<file path="config.mk">
export PLATFORM = sky130hd
export DESIGN_NAME = uart_baud_gen
export DESIGN_NICKNAME = d
export VERILOG_FILES = /design/src/rtl/uart_baud_gen.sv
export SDC_FILE = /design/constraint.sdc
export NUM_CORES = 1
export LEC_CHECK = 0
export CORE_ASPECT_RATIO = 2
export CORE_UTILIZATION = 39
export CTS_CLUSTER_SIZE = 12
export DETAILED_ROUTE_END_ITERATION = 7
export SYNTH_ARGS = -nofsm -noshare
export SYNTH_HDL_FRONTEND = slang
export SYNTH_SLANG_ARGS = --single-unit
export TNS_END_PERCENT = 30
</file>
<file path="constraint.sdc">
create_clock -name i_clk -period 4.25 [get_ports i_clk]
set_clock_uncertainty 0.1 [all_clocks]
set_input_delay 1.0625 -clock i_clk [delete_from_list [all_inputs] [get_ports i_clk]]
set_output_delay 1.0625 -clock i_clk [all_outputs]
set_load 0.05 [all_outputs]
</file>
<file path="src/rtl/uart_baud_gen.sv">
// rtl/uart_baud_gen.sv - programmable UART sample/baud tick and clock generator
module uart_baud_gen #(
    parameter int DIV_W       = 16,
    parameter int OVERSAMPLE  = 16,
    parameter int DEFAULT_DIV = 54
) (
    input  logic             i_clk,
    input  logic             i_rst,
    input  logic             i_en,
    input  logic [DIV_W-1:0] i_div_in,
    input  logic             i_div_load,
    output logic             o_div_ack,
    output logic             o_tick_sample,
    output logic             o_tick_baud,
    output logic             o_clk_baud_sample,
    output logic             o_clk_baud
);

    localparam int                BCNT_W    = $clog2(OVERSAMPLE);
    localparam logic [BCNT_W-1:0] BCNT_MAX  = BCNT_W'(OVERSAMPLE - 1);
    localparam logic [BCNT_W-1:0] BCNT_HALF = BCNT_W'(OVERSAMPLE / 2);
    localparam logic [DIV_W-1:0]  DIV_MIN   = DIV_W'(2);
    localparam logic [DIV_W-1:0]  DIV_RST   = DIV_W'(DEFAULT_DIV);

    logic [DIV_W-1:0]  r_div_act;
    logic [DIV_W-1:0]  r_pend_val;
    logic              r_pend;
    logic              r_div_ack;
    logic [DIV_W-1:0]  r_scnt;
    logic [BCNT_W-1:0] r_bcnt;
    logic              r_clk_sample;
    logic              r_clk_baud;

    logic              w_tick;
    logic              w_apply;
    logic [DIV_W-1:0]  w_div_clamped;
    logic [DIV_W-1:0]  w_div_next;
    logic [DIV_W-1:0]  w_scnt_next;
    logic [BCNT_W-1:0] w_bcnt_next;

    // Next-state for counters and divisor; the square-wave registers are fed from
    // next-state values so they line up with the counters in the same cycle.
    always_comb begin
        w_tick        = i_en && (r_scnt == (r_div_act - DIV_W'(1)));
        w_apply       = r_pend && (!i_en || w_tick);
        w_div_clamped = (i_div_in < DIV_MIN) ? DIV_MIN : i_div_in;
        w_div_next    = w_apply ? r_pend_val : r_div_act;
        w_scnt_next   = r_scnt;
        w_bcnt_next   = r_bcnt;
        if (!i_en) begin
            w_scnt_next = '0;
            w_bcnt_next = '0;
        end else if (w_tick) begin
            w_scnt_next = '0;
            w_bcnt_next = (r_bcnt == BCNT_MAX) ? '0 : r_bcnt + BCNT_W'(1);
        end else begin
            w_scnt_next = r_scnt + DIV_W'(1);
        end
    end

    // State registers; a new divisor only lands when the sample counter restarts,
    // so scnt can never sit above a freshly shrunk div_act.
    always_ff @(posedge i_clk or posedge i_rst) begin
        if (i_rst) begin
            r_div_act    <= DIV_RST;
            r_pend_val   <= DIV_RST;
            r_pend       <= 1'b0;
            r_div_ack    <= 1'b0;
            r_scnt       <= '0;
            r_bcnt       <= '0;
            r_clk_sample <= 1'b1;
            r_clk_baud   <= 1'b1;
        end else begin
            r_div_act    <= w_div_next;
            r_div_ack    <= w_apply;
            r_scnt       <= w_scnt_next;
            r_bcnt       <= w_bcnt_next;
            r_clk_sample <= (w_scnt_next < (w_div_next >> 1));
            r_clk_baud   <= (w_bcnt_next < BCNT_HALF);
            if (i_div_load) begin
                r_pend_val <= w_div_clamped;
                r_pend     <= 1'b1;
            end else if (w_apply) begin
                r_pend     <= 1'b0;
            end
        end
    end

    assign o_div_ack         = r_div_ack;
    assign o_tick_sample     = w_tick;
    assign o_tick_baud       = w_tick && (r_bcnt == BCNT_MAX);
    assign o_clk_baud_sample = r_clk_sample;
    assign o_clk_baud        = r_clk_baud;

endmodule

</file>
==> results of run 1 <==
[what timing repair did]
item | in CTS | in global routing
gates cloned | 1 | 1
setup endpoints to repair | 2 | 3
gates resized for setup | 4 | 11
pin swaps | 3 | 5
setup buffers | 1 | 6
[power by group through the flow]
stage               logic [uW]  clock network [uW]  registers (uW)
floorplan                  282                   0             641
global placement           379                   0             664
detailed placement         383                   0             664
CTS                        392                 529             656
global route               443                 551             667
finish                     406                 516             658
[routing by layer]
| metal | wire length [um] | vias to the layer above | part of all wire [%] | global-route usage [%] |
|---|---|---|---|---|
| met4 | 250 | 0 | 2.9 | 8.33 |
| met1 | 3140 | 1287 | 37 | 18.1 |
| met5 | 0 | - | 0 | 0 |
| li1 | - | 1280 | - | - |
| met2 | 4970 | 35 | 59 | 37.6 |
| met3 | 130 | 17 | 1.5 | 2.34 |
[metrics by stage]
stage,instance area [um^2],setup WS (ps)
after CTS,4230,8.35
after global placement,4000,19.0
after floorplan,3600,67.9
after global routing,4330,-49.2
after detailed placement,4000,-68.4
final,4330,96.0
[worst paths after layout]
kind | depth (start not counted) | endpoint | slack (ps) | start
max in group asynchronous | 3 | r_div_act[5] | 2200 | i_rst
min reg2reg | 1 | r_div_act[15] | 430 | r_pend_val[15]
min in group asynchronous | 2 | r_pend_val[12] | 980 | i_rst
max reg2reg | 16 | o_clk_baud_sample | 170 | r_div_act[0]
max | 8 | o_tick_baud | 100 | r_div_act[0]
min | 1 | r_div_act[15] | 430 | r_pend_val[15]
[cell usage after synthesis, drive strengths merged (3+ instances only)]
cell      n  share of area (%)
o2111ai   3                1.2
ha       17                5.9
xor2     15                3.7
nor3     13                1.9
dfstp    10                7.3
nand2b    5               0.87
clkbuf    7               0.73
mux2     29                 11
nand3     8                1.1
xnor2    23                5.6
and3      6                1.0
nand3b    3               0.63
nand2    13                1.6
nand4     5               0.87
nor4      6                1.0
o21ai     8                1.1
or3       4               0.84
buf       9                2.6
inv      12                1.3
o21a      3               0.63
a21oi    12                1.7
dfrtp    46                 32
mux2i    16                4.5
nor2     32                3.3
[flip-flops by register name, indices dropped and copies added (netlist names)]
name               count
o_clk_baud             1
o_clk_baud_sample      1
r_bcnt                 4
o_div_ack              1
r_pend_val            16
r_div_act             16
r_pend                 1
r_scnt                16
[layout make-up]
class / instances / share of cell area (%)
clock buffers: 6 / 2.98
flip-flops and latches: 56 / 32.7
inverters: 12 / 1.04
well taps: 102 / 2.95
clock inverters: 2 / 1.39
multi-input cells: 252 / 48.6
repair buffers: 49 / 10.3
[logic make-up (layout without fill, tap and decap cells)]
| logic type | Yosys count | count (layout) | share of synthesized area, % |
|---|---|---|---|
| AND/OR/NAND/NOR | 108 | 110 | 16.4 |
| flip-flops | 56 | 56 | 39.3 |
| multiplexers | 45 | 45 | 15.0 |
| AO/OA/AOI/OAI | 42 | 42 | 9.54 |
| XOR/XNOR | 38 | 38 | 9.26 |
| buffers and inverters | 28 | 69 | 4.56 |
| adder cells (fa/ha/maj) | 17 | 17 | 5.92 |
==> impl_results.md, run 1 <==
- Combined area of the multi-input logic cells: between 2000 and 2500 um^2
- Switching power share of the total: about 28%
- CTS root buffer: clkbuf_16
- Share of total power in combinational logic: about a quarter
- Antenna violations before repair: 0
- Critical Path Fanout Max: 5
- Share of post-route cells with drive strength above 1: between 20% and 30%
- Most common cell after layout, fill and taps aside: dfrtp_1
- Post-synth net total: 371
- Final GP Congestion: around 0.85
- Residual DRC count: 0
- Net Switching: 446 uW
- Sinks on Clock Net: 56
- Initial standard-cell utilization of the core: between 40% and 50%
- Number of primary I/O pins: 25
- Most frequent cells in the layout: 45 x dfrtp_1, 31 x nor2_1, 25 x buf_4
- Number of nets in the finished design: 413
- Cell area after synthesis: roughly 3600 um^2
- Async set-or-reset flop fraction in the synthesized netlist: 100%
- EDFF count, synth: 0
- Average size of a mapped cell: approximately 11 um^2
- Clock share of power: ~33%
- Number of setup violations in the final report: 0
- Largest stage delay on the critical path: about 540 ps
- Relative area change from synthesis to final layout: 20.5%
- Width of the die: roughly 70 um
- Required time at the endpoint of the critical path: 3090 ps
- Clock-pin slew reported for the worst setup and hold paths after clock tree synthesis: 70 ps
- Final core utilization: 48.4%
- Ys Warns: 0
- Top FF cell, synth: dfrtp_1
- CTS Buf Count: 5
- TNS Setup: 0 ps
- Hold Violations, Final: 0
- Critical-path cell list: or4_4 > nor3_2 > or4b_4 > a221oi_4 > o2111ai_4 > nor2_2 > and4_4 > buf_12
- Average wire per cell in the routed design: between 15 and 20 um
- Crit path kind: reg -> out
- Footprint of the flip-flops and latches: 1420 um^2
- Relative slew margins: between 40 and 50%
- Final Max Tran Viols: 0
- Internal power consumption: about 1100 uW
- Critical path data arrival time: 2990 ps
- Power after layout: ~1600 uW
- Type of the tightest min-delay check: reg -> reg
- Placed Cells incl. Taps: about 460
- Fmax: 241 MHz
- Vias in the first global route: roughly 2700
- Status: finished, final reports clean
- DPL Wire Length: 6660 um
- Maximum number of pins on one net before global-route repair: 37
- Global-route wire length before repair: between 10000 and 15000 um
- Global-route usage over all layers: between 10% and 20%
- Share of synthesized area occupied by flip-flops and latches: between 30% and 40%
- Maximum level of the CTS H-tree: 2
- Non-filler instance count after layout: approximately 480
- Number of synthesized register bits: 56
- Number of search-and-repair iterations in the first detailed-routing pass: 4
- Part of the total power dissipated in sequential elements: a little over two fifths
- Count of buffers inserted at the top-level ports: 24
- Critical path launch point type: register
- CTS tree: done
- Number of DRC markers in iteration 0: 71
- Hold buffer count at CTS: 0
- Critical Path Slowest Stage Cell: or4_4
- Post-route fraction of the period consumed by the critical path: between 90% and 100%
- Maximum vdd ir drop: about 0.00044 V
- Distinct cell type count after synthesis: between 50 and 60
- Clock latency reported for the late side of the worst-skew pair: about 300 ps
- Diodes inserted: 0
- Site row count: 49
- DIE HEIGHT: 138 um
- Top cell family by delay on the critical path: simple AND/OR/NAND/NOR gates
- Pwr Density: 365 nW/um^2
- Number of cells produced by synthesis: ~330
- Max-Cap Viols: 0
- Leakage: roughly 0.0018 uW
- Buffers & Inverters on Critical Path: 1
- Fin Hold WS: ~430 ps
- Actual transition at the worst max-transition pin: between 800 and 900 ps
- Via count of the routed design: approximately 2600
- Core region area: 8950 um^2
- Shortest clock period the worst path allows after layout: a little over 4000 ps
- Average via count per standard cell: roughly 5.5
- Endpoint type of the worst setup path: output pin
- Filler instances: just over 800
- Clock Path Buffers: 2
- Routed wire length: between 8000 and 9000 um
- DRT antenna net count: 0
- Die footprint: 9630 um^2
- Total congestion overflow after global routing: 0
No activity file was read; power rests on OpenSTA's default activity.
==> run 2, diff against run 1 <==
--- a/config.mk
+++ b/config.mk
@@ -9,6 +9,7 @@
 export CORE_UTILIZATION = 39
 export CTS_CLUSTER_SIZE = 12
 export DETAILED_ROUTE_END_ITERATION = 7
+export DONT_BUFFER_PORTS = 1
 export SYNTH_ARGS = -nofsm -noshare
 export SYNTH_HDL_FRONTEND = slang
 export SYNTH_SLANG_ARGS = --single-unit
==> run 2 against run 1 <==
  * Count of clock-buffer cells in the layout grew 2
  * First-iteration DRC count is 14% lower
  * Register-to-register slack got worse by 70 ps
  * Via count is 0.99% lower
  * Final cell count down 4.0%
  * Flip-flop and latch count stayed put
  * Final area down 6.0%
  * Sequential power is essentially flat
  * Largest cell class unchanged
==> impl_results.md, run 2 (synthesized netlist as in run 1, its figures left out) <==
- Global-route wire length before repair: 13500 um
- Cell type with the highest occurrence count on the critical path: buf_4
- Number of nets in the finished design: approximately 400
- Number of search-and-repair iterations in the first detailed-routing pass: 4
- Hold buffer count at CTS: 0
- Non-filler instance count after layout: 460
- Relative slew margins: 66.9%
- Pwr Density: 357 nW/um^2
- Number of setup violations in the final report: 0
- Combined area of the multi-input logic cells: a little over 2000 um^2
- Critical Path Slowest Stage Cell: dfstp_2
- Buffers & Inverters on Critical Path: 4
- Crit path kind: reg -> out
- DPL Wire Length: roughly 6900 um
- Leakage: approximately 0.0017 uW
- Width of the die: between 60 and 70 um
- Required time at the endpoint of the critical path: around 3100 ps
- Post-route fraction of the period consumed by the critical path: 99.7%
- Relative area change from synthesis to final layout: 13.2%
- Maximum number of pins on one net before global-route repair: 37
- Average wire per cell in the routed design: about 19 um
- Residual DRC count: 0
- Type of the tightest min-delay check: reg -> reg
- Die footprint: 9630 um^2
- Status: finished, final reports clean
- Number of DRC markers in iteration 0: just over 60
- Via count of the routed design: approximately 2600
- Final GP Congestion: approximately 0.89
- Footprint of the flip-flops and latches: between 1000 and 1500 um^2
- Diodes inserted: 0
- Hold Violations, Final: 0
- Share of post-route cells with drive strength above 1: between 20 and 30%
- Largest stage delay on the critical path: about 580 ps
- Critical path data arrival time: just over 3000 ps
- Most common cell after layout, fill and taps aside: dfrtp_1
- Unrepaired setup endpoints after global routing: true
- Antenna violations before repair: 0
- Clock latency reported for the late side of the worst-skew pair: 290 ps
- Maximum vdd ir drop: 0.000309 V
- Average via count per standard cell: 5.64
- CTS Buf Count: 5
- Sinks on Clock Net: 56
- Initial standard-cell utilization of the core: around two fifths
- Endpoint type of the worst setup path: output pin
- Core region area: between 8000 and 9000 um^2
- TNS Setup: 0 ps
- Filler instances: roughly 850
- DRT antenna net count: 0
- Critical Path Fanout Max: 5
- Maximum level of the CTS H-tree: 2
- Global-route usage over all layers: a little under a fifth
- Most frequent cells in the layout: 45 x dfrtp_1, 31 x nor2_1, 30 x buf_4
- Placed Cells incl. Taps: approximately 440
- Total congestion overflow after global routing: 0
- DIE HEIGHT: ~140 um
- Critical path launch point type: register
- Setup WS pre-CTS: 50.0 ps
- Shortest clock period the worst path allows after layout: 4240 ps
- Actual transition at the worst max-transition pin: between 400 and 500 ps
- Largest registers: r_div_act x16, r_pend_val x16, r_scnt x16
- Number of primary I/O pins: 25
- Smallest setup slack after layout: between 10 and 15 ps
- Count of buffers inserted at the top-level ports: 0
- Clock-pin slew reported for the worst setup and hold paths after clock tree synthesis: 70 ps
- Vias in the first global route: 2714
- Top cell family by delay on the critical path: compound AO/OA/AOI/OAI gates
- CTS tree: done
- Fmax: 236 MHz
- Routed wire length: 8710 um
- Final Max Tran Viols: 0
- Site row count: just under 50
- Max-Cap Viols: 0
- CTS root buffer: clkbuf_16
- Critical-path cell list: inv_1 > ha_1 > buf_4 > nor4b_2 > a21oi_1 > o2111ai_2 > a2111oi_4 > buf_4 > o2111ai_4 > nor2_2 > and4_4 > buf_12
- Clock Path Buffers: 2
- Final core utilization: between 40% and 50%
run 2: worst reg2reg max path, cell delays in order, from the launching register on:
cell and delay, ps:
dfstp_2 580, inv_1 80, ha_1 190, buf_4 160, nor4b_2 160, a21oi_1 180, o2111ai_2 210, a2111oi_4 390
o2111ai_4 200, nand2_4 110, and2_4 220, buf_4 170, mux2i_1 210, ha_1 270, a211oi_1 250, buf_4 150
o21ai_0 80, a21oi_1 120, o221ai_1 120, a21oi_1 130
run 2: layer usage:
layer | track usage [%] | vias up | routed length, um
met4 | 11.7 | 0 | 508
met3 | 1.98 | 27 | 201
met5 | 0 | - | 0
met1 | 18.1 | 1278 | 3090
met2 | 36.1 | 51 | 4910
li1 | - | 1237 | -
run 2: repair_timing:
action	in CTS	in global routing
pin swaps	0	9
setup buffers	0	9
setup endpoints to repair	1	2
resized for setup	2	10
run 2: area by class of cell:
cell class              instances  share of cell area [%]
multi-input cells             250                    51.1
flip-flops and latches         56                    34.8
repair buffers                 32                    6.52
clock buffers                   8                    3.35
well taps                     102                    3.14
inverters                      12                    1.11
run 2: metrics by stage:
| stage | instance area, um^2 | hold slack (ps) | total power [uW] |
|---|---|---|---|
| after global routing | 4070 | 464 | 1520 |
| after global placement | 3800 | 420 | 1030 |
| after detailed placement | 3800 | 425 | 1030 |
| after CTS | 3950 | 439 | 1440 |
| after floorplan | 3600 | 390 | 924 |
| final | 4070 | 437 | 1450 |
run 2: path summary, 6_finish.rpt:
kind	depth (start not counted)	end	slack, ps	from
worst max-delay path	12	o_tick_baud	10	r_div_act[1]
worst min-delay path	1	r_div_act[7]	440	r_pend_val[7]
worst max register to register	19	o_clk_baud_sample	100	r_div_act[1]
worst min register to register	1	r_div_act[7]	440	r_pend_val[7]
max in group asynchronous	2	r_pend_val[2]	2650	i_rst
min in group asynchronous	1	r_pend_val[11]	550	i_rst
run 2: power by group:
| part | switching [uW] | internal (uW) |
|---|---|---|
| sequential | 64.6 | 592 |
| clock | 175 | 220 |
| combinational | 203 | 198 |
